$ cat config.mk
export PLATFORM = sky130hd
export DESIGN_NAME = key_event_ctrl
export DESIGN_NICKNAME = d
export VERILOG_FILES = /design/src/rtl/key_event_ctrl.sv
export SDC_FILE = /design/constraint.sdc
export NUM_CORES = 1
export LEC_CHECK = 0
export ABC_AREA = 1
export ABC_CLOCK_PERIOD_IN_PS = 5400
export BUFFER_PORTS_ARGS = -buffer_cell sky130_fd_sc_hd__clkbuf_2
export CAP_MARGIN = 20
export CORE_MARGIN = 4
export CORE_UTILIZATION = 50
export CTS_BUF_LIST = sky130_fd_sc_hd__clkbuf_8
export DETAILED_ROUTE_END_ITERATION = 16
export GPL_TIMING_DRIVEN = 0
export PLACE_DENSITY_LB_ADDON = 0.2
export SYNTH_ARGS = -nofsm -noshare
export SYNTH_HDL_FRONTEND = slang
export SYNTH_SLANG_ARGS = --single-unit
export TNS_END_PERCENT = 100
$ cat constraint.sdc
create_clock -name clk -period 5.4 [get_ports clk]
set_input_delay 0.27 -clock clk [delete_from_list [all_inputs] [get_ports clk]]
set_output_delay 0.27 -clock clk [all_outputs]
set_load 0.01 [all_outputs]
$ cat src/rtl/key_event_ctrl.sv
// key_event_ctrl: debounced key scanner front-end feeding a 4-entry event FIFO.
// Raw key code / valid are synchronised, debounced by a 4-state FSM, and
// accepted presses are queued for a first-word-fall-through consumer.
// Optional build macro KEY_REPEAT_EN: while a key stays held, re-queue its
// code every REPEAT_CYCLES. Without the macro, each press yields one event.
module key_event_ctrl #(
  parameter int DEBOUNCE_CYCLES = 24000,
  parameter int REPEAT_CYCLES   = 13500000
) (
  input  logic       clk,
  input  logic       rst_n,
  input  logic [4:0] key,
  input  logic       key_valid,
  input  logic       rd_en,
  input  logic       clr_ovf,
  output logic [3:0] ev_code,
  output logic       ev_valid,
  output logic [2:0] ev_count,
  output logic       overflow,
  output logic       busy
);

  // Counter holds up to DEBOUNCE_CYCLES-2: the sample that latches the
  // candidate is stable sample #1 (counter 0), so the DEBOUNCE_CYCLES-th
  // stable sample is the one seen while the counter sits at DEBOUNCE_CYCLES-2
  // (it would step the counter to DEBOUNCE_CYCLES-1).
  localparam int CW = $clog2(DEBOUNCE_CYCLES);
  localparam logic [CW-1:0] DB_LAST = CW'(DEBOUNCE_CYCLES - 2);

  typedef enum logic [1:0] {
    IDLE       = 2'd0,
    DEBOUNCE   = 2'd1,
    PRESSED    = 2'd2,
    RELEASE_DB = 2'd3
  } state_e;

  // ---------------- input synchronisers ----------------
  logic [4:0] key_s1_q, key_s2_q;
  logic       kv_s1_q, kv_s2_q;

  // Two-flop synchronisers for the asynchronous scanner inputs.
  always_ff @(posedge clk or negedge rst_n) begin
    if (!rst_n) begin
      key_s1_q <= '0;
      key_s2_q <= '0;
      kv_s1_q  <= 1'b0;
      kv_s2_q  <= 1'b0;
    end else begin
      key_s1_q <= key;
      key_s2_q <= key_s1_q;
      kv_s1_q  <= key_valid;
      kv_s2_q  <= kv_s1_q;
    end
  end

  logic       samp_ok;
  logic [3:0] samp_code;
  logic       samp_match;

  assign samp_ok    = kv_s2_q && !key_s2_q[4];
  assign samp_code  = key_s2_q[3:0];

  // ---------------- debounce FSM ----------------
  state_e        state_q, state_d;
  logic [3:0]    cand_q, cand_d;
  logic [CW-1:0] cnt_q, cnt_d;
  logic          push;

  assign samp_match = samp_ok && (samp_code == cand_q);

`ifdef KEY_REPEAT_EN
  localparam int RW = $clog2(REPEAT_CYCLES);
  localparam logic [RW-1:0] REP_LAST = RW'(REPEAT_CYCLES - 1);
  logic [RW-1:0] rep_q, rep_d;

  // Auto-repeat counter register.
  always_ff @(posedge clk or negedge rst_n) begin
    if (!rst_n) rep_q <= '0;
    else        rep_q <= rep_d;
  end
`endif

  // Next-state logic: press/release debounce and push request.
  always_comb begin
    state_d = state_q;
    cand_d  = cand_q;
    cnt_d   = cnt_q;
    push    = 1'b0;
`ifdef KEY_REPEAT_EN
    rep_d   = '0;  // cleared everywhere except while held in PRESSED
`endif
    case (state_q)
      IDLE: begin
        if (samp_ok) begin
          cand_d  = samp_code;
          cnt_d   = '0;
          state_d = DEBOUNCE;
        end
      end
      DEBOUNCE: begin
        if (!samp_ok) begin
          state_d = IDLE;
        end else if (samp_code != cand_q) begin
          cand_d = samp_code;
          cnt_d  = '0;
        end else if (cnt_q == DB_LAST) begin
          state_d = PRESSED;
          push    = 1'b1;
          cnt_d   = '0;
        end else begin
          cnt_d = cnt_q + 1'b1;
        end
      end
      PRESSED: begin
        if (!samp_match) begin
          cnt_d   = '0;
          state_d = RELEASE_DB;
        end else begin
`ifdef KEY_REPEAT_EN
          if (rep_q == REP_LAST) begin
            push  = 1'b1;
            rep_d = '0;
          end else begin
            rep_d = rep_q + 1'b1;
          end
`endif
        end
      end
      RELEASE_DB: begin
        if (samp_match) begin
          state_d = PRESSED;
          cnt_d   = '0;
        end else if (cnt_q == DB_LAST) begin
          state_d = IDLE;
          cnt_d   = '0;
        end else begin
          cnt_d = cnt_q + 1'b1;
        end
      end
      default: state_d = IDLE;
    endcase
  end

  // FSM, candidate and debounce counter registers.
  always_ff @(posedge clk or negedge rst_n) begin
    if (!rst_n) begin
      state_q <= IDLE;
      cand_q  <= '0;
      cnt_q   <= '0;
    end else begin
      state_q <= state_d;
      cand_q  <= cand_d;
      cnt_q   <= cnt_d;
    end
  end

  // ---------------- event FIFO ----------------
  logic [3:0][3:0] mem_q, mem_d;
  logic [1:0]      wr_ptr_q, wr_ptr_d;
  logic [1:0]      rd_ptr_q, rd_ptr_d;
  logic [1:0]      rd_nxt;
  logic [2:0]      count_q, count_d;
  logic [3:0]      ev_code_q, ev_code_d;
  logic            ovf_q, ovf_d;
  logic            do_pop, do_push, drop, full;

  assign full    = (count_q == 3'd4);
  assign do_pop  = rd_en && (count_q != 3'd0);
  // A pop frees a slot in the same cycle, so push into a full FIFO succeeds then.
  assign do_push = push && (!full || do_pop);
  assign drop    = push && full && !do_pop;
  assign rd_nxt  = rd_ptr_q + 2'd1;

  // FIFO next-state: storage, pointers, occupancy, registered head, overflow.
  always_comb begin
    mem_d     = mem_q;
    wr_ptr_d  = wr_ptr_q;
    rd_ptr_d  = rd_ptr_q;
    count_d   = count_q;
    ev_code_d = ev_code_q;
    ovf_d     = ovf_q;

    if (do_push) begin
      mem_d[wr_ptr_q] = cand_q;
      wr_ptr_d        = wr_ptr_q + 2'd1;
    end
    if (do_pop) rd_ptr_d = rd_nxt;

    case ({do_push, do_pop})
      2'b10:   count_d = count_q + 3'd1;
      2'b01:   count_d = count_q - 3'd1;
      default: count_d = count_q;
    endcase

    // Head register tracks the oldest entry; it holds when the FIFO drains.
    // When full, wr_ptr == rd_ptr, so the slot being overwritten is the one
    // being popped and the new head comes from rd_ptr+1 (read pre-write).
    if (do_pop) begin
      if (count_q >= 3'd2)  ev_code_d = mem_q[rd_nxt];
      else if (do_push)     ev_code_d = cand_q;
    end else if ((count_q == 3'd0) && do_push) begin
      ev_code_d = cand_q;
    end

    // A drop in the same cycle as a clear leaves the flag set.
    if (drop)         ovf_d = 1'b1;
    else if (clr_ovf) ovf_d = 1'b0;
  end

  // FIFO registers.
  always_ff @(posedge clk or negedge rst_n) begin
    if (!rst_n) begin
      mem_q     <= '0;
      wr_ptr_q  <= '0;
      rd_ptr_q  <= '0;
      count_q   <= '0;
      ev_code_q <= '0;
      ovf_q     <= 1'b0;
    end else begin
      mem_q     <= mem_d;
      wr_ptr_q  <= wr_ptr_d;
      rd_ptr_q  <= rd_ptr_d;
      count_q   <= count_d;
      ev_code_q <= ev_code_d;
      ovf_q     <= ovf_d;
    end
  end

  assign ev_code  = ev_code_q;
  assign ev_valid = (count_q != 3'd0);
  assign ev_count = count_q;
  assign overflow = ovf_q;
  assign busy     = (state_q != IDLE);

endmodule

=== Yosys cells after proc, flatten, opt, wreduce, memory -nomap -nowiden ===
Cells that the tools add are included.
W data, S select, Z words.

* Add/sub/neg operators: 5
* Magnitude comparators: 4
* Equal/unequal tests: 17
* Multiplexer cells: 35
* Reduce and logical (&&, ||, !) cells: 24

{| class="wikitable"
|+ Operators with widths
! cell !! number
|-
| $mux W15 || 6
|-
| $pmux W15 S4 || 1
|-
| $mux W4 || 9
|-
| $bwmux W16 || 1
|-
| $add A15 B1 Y15 const B || 1
|-
| $eq A15 B15 Y1 const B || 1
|-
| $mux W2 || 7
|-
| $reduce_bool A2 Y1 || 5
|-
| $ne A3 B3 Y1 const B || 3
|-
| $bmux W4 S2 || 1
|-
| $demux W4 S2 || 1
|-
| $logic_and A1 B1 Y1 || 8
|-
| $ne A2 B2 Y1 const B || 4
|-
| $pmux W2 S4 || 1
|-
| $pmux W4 S2 || 1
|-
| $eq A2 B2 Y1 const B || 3
|-
| $lt A2 B3 Y1 const B || 2
|-
| $mux W1 || 6
|-
| $pmux W3 S2 || 1
|-
| $reduce_and A5 Y1 || 1
|-
| $add A2 B1 Y2 const B || 2
|-
| $eq A2 B1 Y1 const B || 2
|-
| $eq A4 B4 Y1 || 1
|-
| $ne A4 B4 Y1 || 1
|-
| 14 further kinds || 16
|}

* Flip-flop bits (word level): 61
* Word-level logic and storage cells: 101

=== Logic depth before layout (Yosys ltp) ===
* Depth in word-level cells: 9
* Gate-level depth with buffers: 14

=== Least setup slack after synthesis ===
OpenSTA, ideal clock, no wires.

* Path type: register -> register
* From: register cnt_q[0]
* To: register count_q[1] (netlist: ev_count[1])
* Setup time: 0.077 ns
* Arrival: 1.746 ns
* Path slack: 3.577 ns
* Cell stages (with the launch flop): 11
* Path buffers: 0
* Clock period less this slack: 1.823 ns
* Cells stage by stage: dfrtp_1 > inv_1 > ha_1 > nand2_1 > nor2_1 > nand2_1 > nor2_2 > nand3_4 > nand2_1 > fa_1 > a21oi_1

* Longest elaborated chain between the ends: 8
* Elaborated cells on any way between the ends: 10

{| class="wikitable"
|+ RTL lines
! item !! RTL line !! source
|-
| start, declared || 66 || <nowiki>logic [CW-1:0] cnt_q, cnt_d;</nowiki>
|-
| start signal, assigned || 153 || <nowiki>cnt_q <= cnt_d;</nowiki>
|-
| $eq A15 B15 Y1 (*) || 106 || <nowiki>end else if (cnt_q == DB_LAST) begin</nowiki>
|-
| $mux W1 (*) || 106 ||
|-
| $mux W1 (*) || 103 || <nowiki>end else if (samp_code != cand_q) begin</nowiki>
|-
| $mux W1 (*) || 101 || <nowiki>if (!samp_ok) begin</nowiki>
|-
| $mux W1 (*) || 92 || <nowiki>case (state_q)</nowiki>
|-
| $logic_and A1 B1 Y1 (*) || 170 || <nowiki>assign do_push = push && (!full || do_pop);</nowiki>
|-
| $eq A2 B1 Y1 / $eq A2 B2 Y1 (equally long branches) || 189 || <nowiki>case ({do_push, do_pop})</nowiki>
|-
| $pmux W3 S2 / $reduce_bool A2 Y1 (equally long branches) || -- ||
|-
| end signal, assigned || 223 || <nowiki>count_q <= count_d;</nowiki>
|-
| end, declared || 162 || <nowiki>logic [2:0] count_q, count_d;</nowiki>
|}

Mark *: on every way between the ends. The rest lies on a longest branch, timed or not.
A chain may end at the register's enable or synchronous reset.

=== Worst setup path in the final report ===
* From: register cnt_q[0]
* To: register count_q[2] (netlist: ev_count[2])

Same word-level chain as after synthesis.

==> impl_metrics.toml <==
[clock_network]
cts_htree_levels = 3
clockBufferDepth = 2
cts_buffers = 9
insertion_delay_ns = 0.34
cts.sinks = 61
post_cts_buffers = 0
cts-root-buf = "clkbuf_8"
clkTransAtPathRegs_ns = 0.07
cts_hold_buf = 0
cts_resized = 0
tritoncts = "yes"

[sta]
fin_ws_ns = 3.38
fmax_ghz = 0.494
relSlewSlack_pct = 46.5
final.setup.tns_ns = 0
hold_viol = 0
fin_crit_ns = 2.02
final-max-slew-violation-count = 0
hold_slack_ns = 0.0339
setup_violations = 0
skew_ns = 0.00927
tightest_slew_ns = 0.803
period_share_pct = 37.5
rsz0062_at_grt = "false"

[detailed_routing]
vias = 2660
vias_per_cell = 5.06
wirelength_um = 6520
dr.pass1.iters = 4
drtIter0Drc = 131
drc = 0
drt.antenna.violating_nets = 0
avgRoutedWirePerCell_um = 12.4

[synth]
netlist_top_cells_area = "dfrtp_1 (47%), nand2_1 (14%), inv_1 (6.0%), nor2_1 (4.5%), nand3_1 (3.5%)"
netlist.top_cell.by_area = "dfrtp_1"
synth_top_family_by_area = "simple AND/OR/NAND/NOR gates"
synth_area_per_cell_um2 = 7.85
synth_ff_type = "dfrtp_1"
synth_area_um2 = 3260
yosys.cell_types.count = 30
synth-xor-area-share_pct = 2.15
synth_fp_nets = 432
synth-simple-area-share_pct = 30.7
synth-compound-area-share_pct = 9.76
muxShareOfSynthArea_pct = 0
synthAdderAreaFrac_pct = 2.92
synth_seq_cells = 61
synth_top_area_share_pct = 46.9
yosysWarnings = 0
synth_edf_count = 0
synth_cells = 415
async_reset_ff_share_pct = 100
ys_seq_area_share_pct = 46.9

[finish]
drive_gt1_share_pct = 14.3
multi_input_area_um2 = 1480
layout_commonest_cell = "nand2_1"
register_area_um2 = 1530
nets = 462
final_cell_mix = "nand2_1 (125), dfrtp_1 (61), inv_1 (52), nor2_1 (39), nand3_1 (23)"
n_antenna_cell = 0
fillers = 566
post-route-util_pct = 57.7
area_delta_synth_final_pct = 12.5

[floorplan]
start_util_pct = 51.3
num_rows = 29
die_area_um2 = 7870
die_height_um = 88.7
io_pins = 20
die_x_um = 88.7
core_area_um2 = 6350

[critical_path]
crit_path_start_kind = "register"
crit_top_cell = "nand2_1"
required_ns = 5.63
critPathMaxStageDelay_ns = 0.40
critPathMaxFanout = 5
path_cells = "inv_1 > ha_1 > nand2_1 > nor2_1 > nand2_1 > nor2_2 > nand3_4 > nand2_1 > fa_1 > inv_1 > nand2_1 > nand3_1 > nand2_1 > inv_1"
critPathKind = "register to register"
end_kind = "register"
cp_slowest_cell = "dfrtp_1"
crit_arrival_ns = 2.26

[power]
power_frac_comb_pct = 28.3
power_switching_uw = 522
pwr-share-seq_pct = 40.9
p_clk_share_pct = 30.8
p_leak_nw = 1.84
swShare_pct = 36.5
ir_drop_uv = 264
power-per-cell-area_nw_per_um2 = 390
internal-power_uw = 908

[grt]
grt_pass1_wl_um = 11800
grt.total_usage_pct = 19.2
first_global_vias = 2564
antenna_found_initial = 0
grt.overflow.total = 0
grt_max_degree = 62

[place]
numPortBuffers = 19
place_ws_ns = 3.37
dpl.hpwl_um = 4720
place_congestion = 0.860

[flow_run]
cap_violations = 0

[min_path]
min_path_type = "input pin to register"

[status]
status = "complete, no violations"
[flip-flops by register name, summed over array words and instances, names as in the netlist]
signal and cells:
kv_s2_q 1, kv_s1_q 1, mem_q 16, ev_code 4, ev_count 3, cand_q 4
wr_ptr_q 2, key_s2_q 5, overflow 1, cnt_q 15, key_s1_q 5, rd_ptr_q 2
state_q 2
[worst paths after layout]
path,cells past startpoint,start,slack (ns),endpoint
hold reg to reg,0,key_s1_q[2]$_DFF_PN0_,0.35,key_s2_q[2]$_DFF_PN0_
hold / removal,1,key[3],0.03,key_s1_q[3]$_DFF_PN0_
setup reg to reg,14,cnt_q[0]$_DFFE_PN0P_,3.38,ev_count[2]$_DFFE_PN0P_
max in group asynchronous,1,rst_n,4.84,state_q[0]$_DFFE_PN0P_
setup / recovery,14,cnt_q[0]$_DFFE_PN0P_,3.38,ev_count[2]$_DFFE_PN0P_
min in group asynchronous,1,rst_n,0.05,mem_q[11]$_DFFE_PN0P_
[cells by family (layout without fill, tap and decap cells)]
logic type,Yosys count,after routing
compound gates,59,59
flops,61,61
simple gates,217,217
buf+inv,63,97
fa+ha+maj,7,7
xor+xnor,8,8
[cell usage after synthesis, types with 2 or more instances]
cell / instances
a21oi_1: 10
clkinv_1: 2
dfrtp_1: 61
ha_1: 6
inv_1: 52
inv_2: 6
nand2_1: 125
nand2_2: 4
nand2_4: 5
nand3_1: 23
nand3_2: 3
nand3_4: 2
nand4_1: 4
nor2_1: 39
nor2_2: 4
nor2_8: 2
nor3_1: 5
o21ai_0: 16
o21ai_1: 21
o21bai_1: 3
o22ai_1: 7
xor2_1: 7
[critical path: cells and delay by family (launching register included)]
family	cells	cell delay (ns)
fa+ha+maj	2	0.39
buf+inv	3	0.21
flops	1	0.40
simple gates	9	0.92
[through the flow]
step	instances	cell area, um^2	total power, mW
floorplan	415	3260	0.868
global placement	511	3450	0.994
detailed placement	511	3450	1.00
CTS	526	3660	1.45
global route	526	3660	1.54
finish	526	3660	1.43
[layer usage]
| layer | track usage (%) | part of all wire, % | wire length (um) |
|---|---|---|---|
| met2 | 28.5 | 44 | 2840 |
| met4 | 7.28 | 1.6 | 106 |
| met5 | 0 | 0 | 0 |
| met1 | 27.7 | 51 | 3310 |
| met3 | 3.72 | 4.0 | 260 |
[power groups by stage]
| stage | clock [mW] | combinational (mW) | sequential (mW) |
|---|---|---|---|
| finish | 0.440 | 0.404 | 0.585 |
| detailed placement | 0 | 0.408 | 0.593 |
| global placement | 0 | 0.403 | 0.591 |
| CTS | 0.451 | 0.411 | 0.584 |
| floorplan | 0 | 0.280 | 0.589 |
| global route | 0.475 | 0.466 | 0.598 |
[area by class of cell]
cell class | count | area share, %
Multi-Input combinational cell | 291 | 40.4
Sequential cell | 61 | 41.7
Timing Repair Buffer | 19 | 2.66
Tap cell | 77 | 2.63
Inverter | 60 | 6.15
Buffer | 3 | 0.649
Clock inverter | 6 | 2.42
Clock buffer | 9 | 3.38
Power figures use the tool's default switching activity.
